--- src/rtl/gamepad_pmod_multi.sv ---
// Gamepad Pmod receiver for 1..4 controllers: synchronised shift/latch capture, per-pad decode,
// press/release events and a latch watchdog. Define GAMEPAD_PMOD_REPEAT_EN to build auto-repeat.
module gamepad_pmod_multi #(
    parameter int NUM_PADS       = 2,
    parameter int TIMEOUT_CYCLES = 2500000,
    parameter int REPEAT_DELAY   = 15,
    parameter int REPEAT_PERIOD  = 4
) (
    input  logic                     clk_i,
    input  logic                     reset_i,
    input  logic                     pmod_data_i,
    input  logic                     pmod_clk_i,
    input  logic                     pmod_latch_i,
    output logic [12*NUM_PADS-1:0]   buttons_o,
    output logic [12*NUM_PADS-1:0]   press_o,
    output logic [12*NUM_PADS-1:0]   release_o,
    output logic [NUM_PADS-1:0]      is_present_o,
    output logic                     frame_strobe_o,
    output logic                     timeout_o
);

    localparam int TOTAL = 12 * NUM_PADS;
    localparam int WD_W  = $clog2(TIMEOUT_CYCLES + 1);
    localparam logic [WD_W-1:0] WD_MAX  = WD_W'(TIMEOUT_CYCLES);
    localparam logic [WD_W-1:0] WD_LAST = WD_W'(TIMEOUT_CYCLES - 1);

    logic [2:0]       syncA_q, syncB_q;
    logic             clkPrev_q, latchPrev_q;
    logic             clkEdge, latchEdge, dataS;
    logic [TOTAL-1:0] shift_q, data_q, oldLevels_q;
    logic [TOTAL-1:0] levels, repeatMask;
    logic [NUM_PADS-1:0] present;
    logic [WD_W-1:0]  wd_q, wd_d;
    logic             wdFire, commit_q, timeout_q;
    logic [TOTAL-1:0] press_q, release_q;
    logic             strobe_q;

    // Synchroniser bits are {latch, clk, data}; data shares the clk path latency.
    always_ff @(posedge clk_i or posedge reset_i) begin
        if (reset_i) begin
            syncA_q     <= '0;
            syncB_q     <= '0;
            clkPrev_q   <= 1'b0;
            latchPrev_q <= 1'b0;
        end else begin
            syncA_q     <= {pmod_latch_i, pmod_clk_i, pmod_data_i};
            syncB_q     <= syncA_q;
            clkPrev_q   <= syncB_q[1];
            latchPrev_q <= syncB_q[2];
        end
    end

    assign clkEdge   = syncB_q[1] & ~clkPrev_q;
    assign latchEdge = syncB_q[2] & ~latchPrev_q;
    assign dataS     = syncB_q[0];

    always_comb begin
        wd_d   = wd_q;
        wdFire = 1'b0;
        if (latchEdge) begin
            wd_d = '0;
        end else if (wd_q != WD_MAX) begin
            wd_d   = wd_q + WD_W'(1);
            wdFire = (wd_q == WD_LAST);
        end
    end

    // A latch edge takes priority over a coincident clock edge, so that bit is dropped.
    always_ff @(posedge clk_i or posedge reset_i) begin
        if (reset_i) begin
            shift_q   <= '1;
            data_q    <= '1;
            wd_q      <= '0;
            commit_q  <= 1'b0;
            timeout_q <= 1'b0;
        end else begin
            wd_q     <= wd_d;
            commit_q <= latchEdge | wdFire;
            if (latchEdge) begin
                data_q    <= shift_q;
                shift_q   <= '1;
                timeout_q <= 1'b0;
            end else begin
                if (clkEdge) begin
                    shift_q <= {shift_q[TOTAL-2:0], dataS};
                end
                if (wdFire) begin
                    data_q    <= '1;
                    timeout_q <= 1'b1;
                end
            end
        end
    end

    always_comb begin
        levels  = '0;
        present = '0;
        for (int p = 0; p < NUM_PADS; p++) begin
            if (data_q[12*p +: 12] != 12'hFFF) begin
                present[p]         = 1'b1;
                levels[12*p +: 12] = data_q[12*p +: 12];
            end
        end
    end

`ifdef GAMEPAD_PMOD_REPEAT_EN
    localparam int RPT_MAX = (REPEAT_DELAY > REPEAT_PERIOD) ? REPEAT_DELAY : REPEAT_PERIOD;
    localparam int RPT_W   = $clog2(RPT_MAX + 1);

    logic [NUM_PADS-1:0][RPT_W-1:0] rptCnt_q, rptCnt_d;
    logic [NUM_PADS-1:0]            rptArmed_q, rptArmed_d;
    logic [RPT_W-1:0]               cntNext;

    // Counter restarts on any change; first target is the delay, then the period once armed.
    always_comb begin
        rptCnt_d   = rptCnt_q;
        rptArmed_d = rptArmed_q;
        repeatMask = '0;
        cntNext    = '0;
        if (commit_q) begin
            for (int p = 0; p < NUM_PADS; p++) begin
                if (levels[12*p +: 12] != oldLevels_q[12*p +: 12] || levels[12*p +: 12] == 12'h000) begin
                    rptCnt_d[p]   = '0;
                    rptArmed_d[p] = 1'b0;
                end else begin
                    cntNext = rptCnt_q[p] + RPT_W'(1);
                    if (cntNext == (rptArmed_q[p] ? RPT_W'(REPEAT_PERIOD) : RPT_W'(REPEAT_DELAY))) begin
                        repeatMask[12*p +: 12] = levels[12*p +: 12];
                        rptCnt_d[p]            = '0;
                        rptArmed_d[p]          = 1'b1;
                    end else begin
                        rptCnt_d[p] = cntNext;
                    end
                end
            end
        end
    end

    always_ff @(posedge clk_i or posedge reset_i) begin
        if (reset_i) begin
            rptCnt_q   <= '0;
            rptArmed_q <= '0;
        end else begin
            rptCnt_q   <= rptCnt_d;
            rptArmed_q <= rptArmed_d;
        end
    end
`else
    assign repeatMask = '0;
`endif

    always_ff @(posedge clk_i or posedge reset_i) begin
        if (reset_i) begin
            oldLevels_q <= '0;
            press_q     <= '0;
            release_q   <= '0;
            strobe_q    <= 1'b0;
        end else if (commit_q) begin
            oldLevels_q <= levels;
            press_q     <= (levels & ~oldLevels_q) | repeatMask;
            release_q   <= ~levels & oldLevels_q;
            strobe_q    <= 1'b1;
        end else begin
            press_q   <= '0;
            release_q <= '0;
            strobe_q  <= 1'b0;
        end
    end

    assign buttons_o      = levels;
    assign is_present_o   = present;
    assign press_o        = press_q;
    assign release_o      = release_q;
    assign frame_strobe_o = strobe_q;
    assign timeout_o      = timeout_q;

endmodule

--- config.mk ---
export PLATFORM = sky130hd
export DESIGN_NAME = gamepad_pmod_multi
export DESIGN_NICKNAME = d
export VERILOG_FILES = /design/src/rtl/gamepad_pmod_multi.sv
export SDC_FILE = /design/constraint.sdc
export NUM_CORES = 1
export LEC_CHECK = 0
export CAP_MARGIN = 5
export CORE_UTILIZATION = 53
export CTS_CLUSTER_SIZE = 25
export DETAILED_ROUTE_END_ITERATION = 10
export DONT_BUFFER_PORTS = 1
export PLACE_DENSITY = 0.68
export SYNTH_ARGS = -nofsm -noshare
export SYNTH_HDL_FRONTEND = slang
export SYNTH_SLANG_ARGS = --single-unit
--- constraint.sdc ---
create_clock -name clk_i -period 13.49 [get_ports clk_i]
set_input_delay 1.349 -clock clk_i [delete_from_list [all_inputs] [get_ports clk_i]]
set_output_delay 1.349 -clock clk_i [all_outputs]
set_load 0.1 [all_outputs]
==> Word level (Yosys, flattened, before mapping) <==
Index checks and enable logic that the tools add are counted.
{ "classes": {"add_sub_neg": 1, "n_eq_ne": 4, "muxes": 17, "bitwise_logic": 9, "reduce_logical": 3} }
{ "ops": {"columns": ["cell", "n"], "rows": [
  ["two-way mux 24 bit", 6],
  ["AND 24 bit", 2],
  ["inverter 24 bit", 2],
  ["two-way mux 22 bit", 2],
  ["two-way mux 12 bit", 2],
  ["!= test 12 bit (second input constant)", 2],
  ["adder 22 x 1 -> 22 bit (second input constant)", 1],
  ["== test 22 bit (second input constant)", 1],
  ["!= test 22 bit (second input constant)", 1],
  ["two-way mux 1 bit", 7],
  ["nonzero test 2 bit", 3],
  ["AND 1 bit", 2],
  ["inverter 1 bit", 2],
  ["bitwise OR 1 bit", 1]
]} }
{ "totals": {"reg_bits": 153, "in_bits": 5, "elab_cells": 47} }

==> Longest topological paths before layout <==
Gate-level depths: netlist of run 1.
{ "logic_depth": {"ltp_word": 5, "ltp_mapped": 6} }

==> Worst setup path before layout of run 1 <==
Ideal clock, no wire load.
{ "synth_path": {"kind": "register to output", "start": "register data_q[8]", "end": "output buttons_o[10]", "arrival_time_ps": 2452, "t_required_ps": 12141, "slack_ps": 9689, "path_stages_with_launch": 5, "path_cell_list": "dfstp_2 -> nand4_1 -> or3_1 -> clkbuf_1 -> and2_1"} }
{ "synth_via": {"elab_chain_len": 2} }
{ "synth_rtl": {"columns": ["element", "line_no", "text"], "rows": [
  ["from (decl)", "30", "logic [TOTAL-1:0] shift_q, data_q, oldLevels_q;"],
  ["from (signal assigned)", "80", "data_q <= shift_q;"],
  ["!= test 12 bit", "99", "if (data_q[12*p +: 12] != 12'hFFF) begin"],
  ["two-way mux 12 bit", "99", null],
  ["to (decl)", "14", "output logic [12*NUM_PADS-1:0] buttons_o,"]
]} }
Every way passes these cells.

==> Final worst setup path of run 1 <==
{ "layout_path": {"start": "register data_q[2]", "end": "output buttons_o[3]"} }
The elaborated chain is that of the path after synthesis.

==> flow_metrics.env, run 1 <==
export IMPL_pwr_share_clk_pct=39.7
export IMPL_final_cell_mix="dfrtp_1 (104), nand2_1 (77), nor2_1 (49)"
export IMPL_cp_arrival_ns=2.30
export IMPL_maxSlewHeadroom_pct=30.6
export IMPL_clock_path_buffers=2
export IMPL_final_layout_size_suffix_gt1_share_pct=22.8
export IMPL_intPower_uw=869
export IMPL_timing_fmax_ghz=0.274
export IMPL_antenna_found_initial=0
export IMPL_cts_root_buf="clkbuf_16"
export IMPL_drc=0
export IMPL_die_h_um=108
export IMPL_grt_pass1_wl_mm=18.0
export IMPL_ios=81
export IMPL_htreeDepth=4
export IMPL_final_setup_tns_ns=0
export IMPL_worst_hold_slack_ns=0.347
export IMPL_power_frac_seq_pct=48.1
export IMPL_routedWlPerCell_um=16.0
export IMPL_cts_made_buffers=17
export IMPL_ys_seq_elements=153
export IMPL_ys_flop_type="dfrtp_1"
export IMPL_final_common_cell="dfrtp_1"
export IMPL_crit_required_ns=12.14
export IMPL_vias=3633
export IMPL_dieArea_sq_um=11700
export IMPL_cp_num_buf_inv=1
export IMPL_synth_edff_count=0
export IMPL_initial_core_util_pct=54.7
export IMPL_netlist_area_sq_um=5980
export IMPL_slowest_stage="dfstp_2"
export IMPL_p_switching_uw=384
export IMPL_cts_tree="built"
export IMPL_dpl_instance_area_sq_um=6120
export IMPL_period_needed_ns=3.64
export IMPL_critPathMaxFanout=14
export IMPL_yosysUniqueCellTypes=40
export IMPL_critPathTopFamily="simple AND/OR/NAND/NOR gates"
export IMPL_combPwrFrac_pct=12.2
export IMPL_area_growth_pct=12.8
export IMPL_synthCells=503
export IMPL_std_cell_rows=38
export IMPL_drt_pass1_iter_count=4
export IMPL_cp_cell_sequence="nand4_1, or3_1, buf_4, and2_1"
export IMPL_synthArstFlopShare_pct=100
export IMPL_synth_warnings=0
export IMPL_holdCritPathClass="flip-flop to flip-flop"
export IMPL_drv_cap=0
export IMPL_swShare_pct=30.7
export IMPL_n_antenna_cell=0
export IMPL_clock_sinks=153
export IMPL_grt_usage_pct=20.4
export IMPL_ant_nets=0
export IMPL_crit_type="flip-flop to primary output"
export IMPL_tightest_slew_ns=1.04
export IMPL_fin_crit_sh_pct=27.0
export IMPL_drt_iter0_markers=196
export IMPL_ctsResizeCount=0
export IMPL_crit_path_max_incr_delay_ns=0.58
export IMPL_max_vdd_ir_drop_v=0.000118
export IMPL_postCtsSetupBuffers=0
export IMPL_fp_dieW_um=108
export IMPL_maxSlewViolCount=0
export IMPL_core_sq_um=10900
export IMPL_syn_avg_cell_area_sq_um=11.9
export IMPL_worstSetupStartpointType="flip-flop"
export IMPL_gp_congestion=0.775
export IMPL_pre_cts_slack_ns=10.28
export IMPL_end_kind="primary output"
export IMPL_grt_max_degree=87
export IMPL_rsz0062_at_grt="no"
export IMPL_final_area_sq_um=6750
export IMPL_portBuffers=0
export IMPL_fin_skew_ns=0.00993
export IMPL_grt_ovfl_total=0
export IMPL_synth_fp_nets=510
export IMPL_dp_hpwl_mm=6.62
export IMPL_clkTransAtPathRegs_ns=0.06
export IMPL_cts_hold_buffers=0
export IMPL_drt_total_wl_mm=10.5
export IMPL_insertion_delay_ns=0.42
export IMPL_power_density_nw_per_um2=186
export IMPL_p_leak_nw=2.87
export IMPL_vias_per_cell=5.53
export IMPL_fin_ws_ns=9.85
export IMPL_setup_viol_count_final=0
export IMPL_nets=511
export IMPL_ys_seq_area_share_pct=65.0
export IMPL_grt_pass1_vias=3644
export IMPL_status="finished clean"
export IMPL_hold_viol=0
-- path summary, 6_finish.rpt --
| kind | startpoint | endpoint | slack, ns | depth (start not counted) |
|---|---|---|---|---|
| worst min-delay path | syncA_q[2] | syncB_q[2] | 0.35 | 0 |
| worst min register to register | syncA_q[2] | syncB_q[2] | 0.35 | 0 |
| min in group asynchronous | reset_i | oldLevels_q[3] | 0.94 | 1 |
| worst max register to register | data_q[2] | oldLevels_q[3] | 11.05 | 5 |
| worst max-delay path | data_q[2] | buttons_o[3] | 9.85 | 4 |
| max in group asynchronous | reset_i | oldLevels_q[7] | 11.26 | 2 |
-- power groups by stage --
stage	logic, mW	registers (mW)	clock network (mW)
global placement	0.151	0.608	0
finish	0.152	0.603	0.498
CTS	0.155	0.603	0.507
floorplan	0.139	0.599	0
detailed placement	0.154	0.610	0
global route	0.165	0.609	0.527
-- cell families after synthesis --
| family | after synthesis | share of synthesized area (%) |
|---|---|---|
| and+or+nand+nor | 219 | 19.0 |
| DFF | 153 | 65.0 |
| AOI/OAI and AO/OA | 56 | 6.30 |
| buffers and inverters | 30 | 1.99 |
| muxes | 25 | 4.69 |
| xor gates and xnor gates | 18 | 2.64 |
| adders and majority gates | 2 | 0.418 |
-- metrics by stage --
| step | power [mW] | util (%) | cells |
|---|---|---|---|
| floorplan | 0.738 | - | 503 |
| global placement | 0.759 | 55.9 | 625 |
| detailed placement | 0.764 | 55.9 | 625 |
| CTS | 1.26 | 61.7 | 657 |
| global route | 1.30 | 61.7 | 657 |
| finish | 1.25 | 61.7 | 657 |
-- sequential cells by signal, indices dropped and copies added (netlist names), 3 cells and up --
name         cells
data_q          24
oldLevels_q     24
press_o         24
syncB_q          3
release_o       24
shift_q         24
wd_q            22
syncA_q          3
-- synthesized netlist by cell type (5+ instances only) --
cell / count / area share [%]
and2_1: 24 / 2.5
clkbuf_1: 16 / 1.0
dfrtp_1: 105 / 44
dfstp_2: 48 / 21
inv_1: 6 / 0.38
mux2_2: 24 / 4.5
nand2_1: 77 / 4.8
nand3_1: 10 / 0.84
nand4_1: 10 / 1.0
nor2_1: 49 / 3.1
nor3b_1: 24 / 3.0
o21ai_0: 26 / 2.2
o22a_1: 24 / 3.5
or3_1: 5 / 0.52
xnor2_1: 6 / 0.88
xor2_1: 12 / 1.8
-- routing by layer --
layer | track usage (%) | share of wire (%) | wire, um
met5 | 0 | 0 | 0
met4 | 7.93 | 1.2 | 127
met1 | 27.3 | 47 | 4980
met2 | 31.0 | 46 | 4870
met3 | 6.39 | 4.9 | 517
-- final cells by class --
cell class | instances | area [sq um]
fill | 859 | 4190
sequential | 153 | 3890
multi-input combinational | 320 | 1980
clock buffer | 25 | 487
tap | 140 | 175
clock inverter | 7 | 141
timing repair buffer | 6 | 45.0
inverter | 6 | 27.5
(Power assumes the default switching activity.)
==> run 2, diff against run 1 <==
- PLACE_DENSITY: 0.68 -> 0.71
- clock period: 13.49 -> 3 ns (I/O delays scaled with it)
==> flow_metrics.env, run 2 (same netlist as run 1, synthesis figures left out) <==
export IMPL_fin_crit_sh_pct=85.3
export IMPL_hold_viol=0
export IMPL_die_h_um=108
export IMPL_cts_hold_buffers=4
export IMPL_placedCellCount=630
export IMPL_maxSlewViolCount=0
export IMPL_maxSlewHeadroom_pct=29.5
export IMPL_fin_skew_ns=0.00686
export IMPL_period_needed_ns=2.56
export IMPL_grt_usage_pct=20.3
export IMPL_postCtsSetupBuffers=0
export IMPL_grt_max_degree=51
export IMPL_final_setup_tns_ns=0
export IMPL_final_cell_mix="dfrtp_1 (105), nand2_1 (77), nor2_1 (49)"
export IMPL_cts_tree="built"
export IMPL_fp_dieW_um=108
export IMPL_grt_pass1_vias=3557
export IMPL_core_sq_um=10900
export IMPL_status="finished clean"
export IMPL_holdCritPathClass="flip-flop to flip-flop"
export IMPL_initial_core_util_pct=54.7
export IMPL_final_cells=666
export IMPL_critPathMaxFanout=14
export IMPL_dp_hpwl_mm=6.99
export IMPL_vias=3725
export IMPL_drt_total_wl_mm=10.6
export IMPL_clock_sinks=153
export IMPL_setup_viol_count_final=0
export IMPL_ant_nets=0
export IMPL_grt_ovfl_total=0
export IMPL_timing_fmax_ghz=0.391
export IMPL_tightest_slew_ns=1.06
export IMPL_gp_congestion=0.808
export IMPL_ctsResizeCount=0
export IMPL_final_common_cell="dfrtp_1"
export IMPL_cts_root_buf="clkbuf_16"
export IMPL_ios=81
export IMPL_routedWlPerCell_um=16.0
export IMPL_vias_per_cell=5.59
export IMPL_std_cell_rows=38
export IMPL_fillers=841
export IMPL_drv_cap=0
export IMPL_drc=0
export IMPL_cp_arrival_ns=2.26
export IMPL_area_growth_pct=14.7
export IMPL_antenna_found_initial=0
export IMPL_end_kind="primary output"
export IMPL_grt_pass1_wl_mm=18.0
export IMPL_clock_path_buffers=2
export IMPL_cts_made_buffers=17
export IMPL_clkTransAtPathRegs_ns=0.06
export IMPL_max_vdd_ir_drop_v=0.000458
export IMPL_power_density_nw_per_um2=832
export IMPL_n_antenna_cell=0
export IMPL_drt_pass1_iter_count=4
export IMPL_nets=520
export IMPL_worstSetupStartpointType="flip-flop"
export IMPL_htreeDepth=4
export IMPL_insertion_delay_ns=0.42
export IMPL_crit_required_ns=2.70
export IMPL_p_leak_nw=2.93
export IMPL_portBuffers=0
export IMPL_drt_iter0_markers=226
export IMPL_rsz0062_at_grt="no"
export IMPL_crit_type="flip-flop to primary output"
export IMPL_final_layout_size_suffix_gt1_share_pct=23.8
export IMPL_dieArea_sq_um=11700
[run 2: cell types whose count changed in the layout (fill, tap and decap cells not counted), sizes merged, moves of 2 or more]
cell	delta
dlygate4sd3	+4
buf	+5
clkbuf	-5
clkinv	+2
[run 2: per-layer routing]
metal	routed length [um]	track usage, %	part of all wire, %	up-vias
li1	-	-	-	1732
met1	4820	27.5	45	1876
met2	5060	31.1	48	102
met3	627	5.97	5.9	15
met4	140	7.05	1.3	0
met5	0	0	0	-
[run 2: through the flow]
stage | instance area, sq um | hold WS (ns) | util [%] | setup WS [ns] | power [mW]
floorplan | 5990 | 0.331 | - | 0.121 | 3.32
CTS | 6860 | 0.348 | 62.7 | 0.431 | 5.76
global placement | 6180 | 0.331 | 56.5 | 0.615 | 3.42
finish | 6860 | 0.345 | 62.7 | 0.440 | 5.71
detailed placement | 6180 | 0.331 | 56.5 | 0.598 | 3.45
global route | 6860 | 0.349 | 62.7 | 0.344 | 5.93
[run 2: cell type report]
class | count | area, sq um | share of cell area [%]
clock buffers | 20 | 447 | 6.51
clock inverters | 12 | 195 | 2.84
inverters | 6 | 26.3 | 0.383
multi-input cells | 320 | 1980 | 28.9
flip-flops and latches | 153 | 3890 | 56.7
well taps | 140 | 175 | 2.55
repair buffers | 15 | 148 | 2.15
[run 2: critical path, stage by stage, from the launching register on]
cell,delay (ns)
dfstp_2,0.56
nand4_1,0.10
or3_1,0.57
and2_1,0.62
[run 2: power by group]
| part | switching, mW | leakage, nW | total [mW] | internal [mW] |
|---|---|---|---|---|
| Sequential | 0.435 | 1.87 | 2.71 | 2.28 |
| Combinational | 0.522 | 0.745 | 0.698 | 0.176 |
| Clock | 0.804 | 0.315 | 2.30 | 1.50 |
[run 2: final timing paths]
| kind | start | cells after the start | slack, ns | endpoint |
|---|---|---|---|---|
| setup / recovery | data_q[17] | 3 | 0.44 | buttons_o[12] |
| min in group asynchronous | reset_i | 2 | 0.50 | press_o[4] |
| setup reg to reg | data_q[17] | 4 | 0.59 | oldLevels_q[18] |
| max in group asynchronous | reset_i | 3 | 1.69 | oldLevels_q[1] |
| hold / removal | syncA_q[1] | 0 | 0.34 | syncB_q[1] |
| hold reg to reg | syncA_q[1] | 0 | 0.34 | syncB_q[1] |
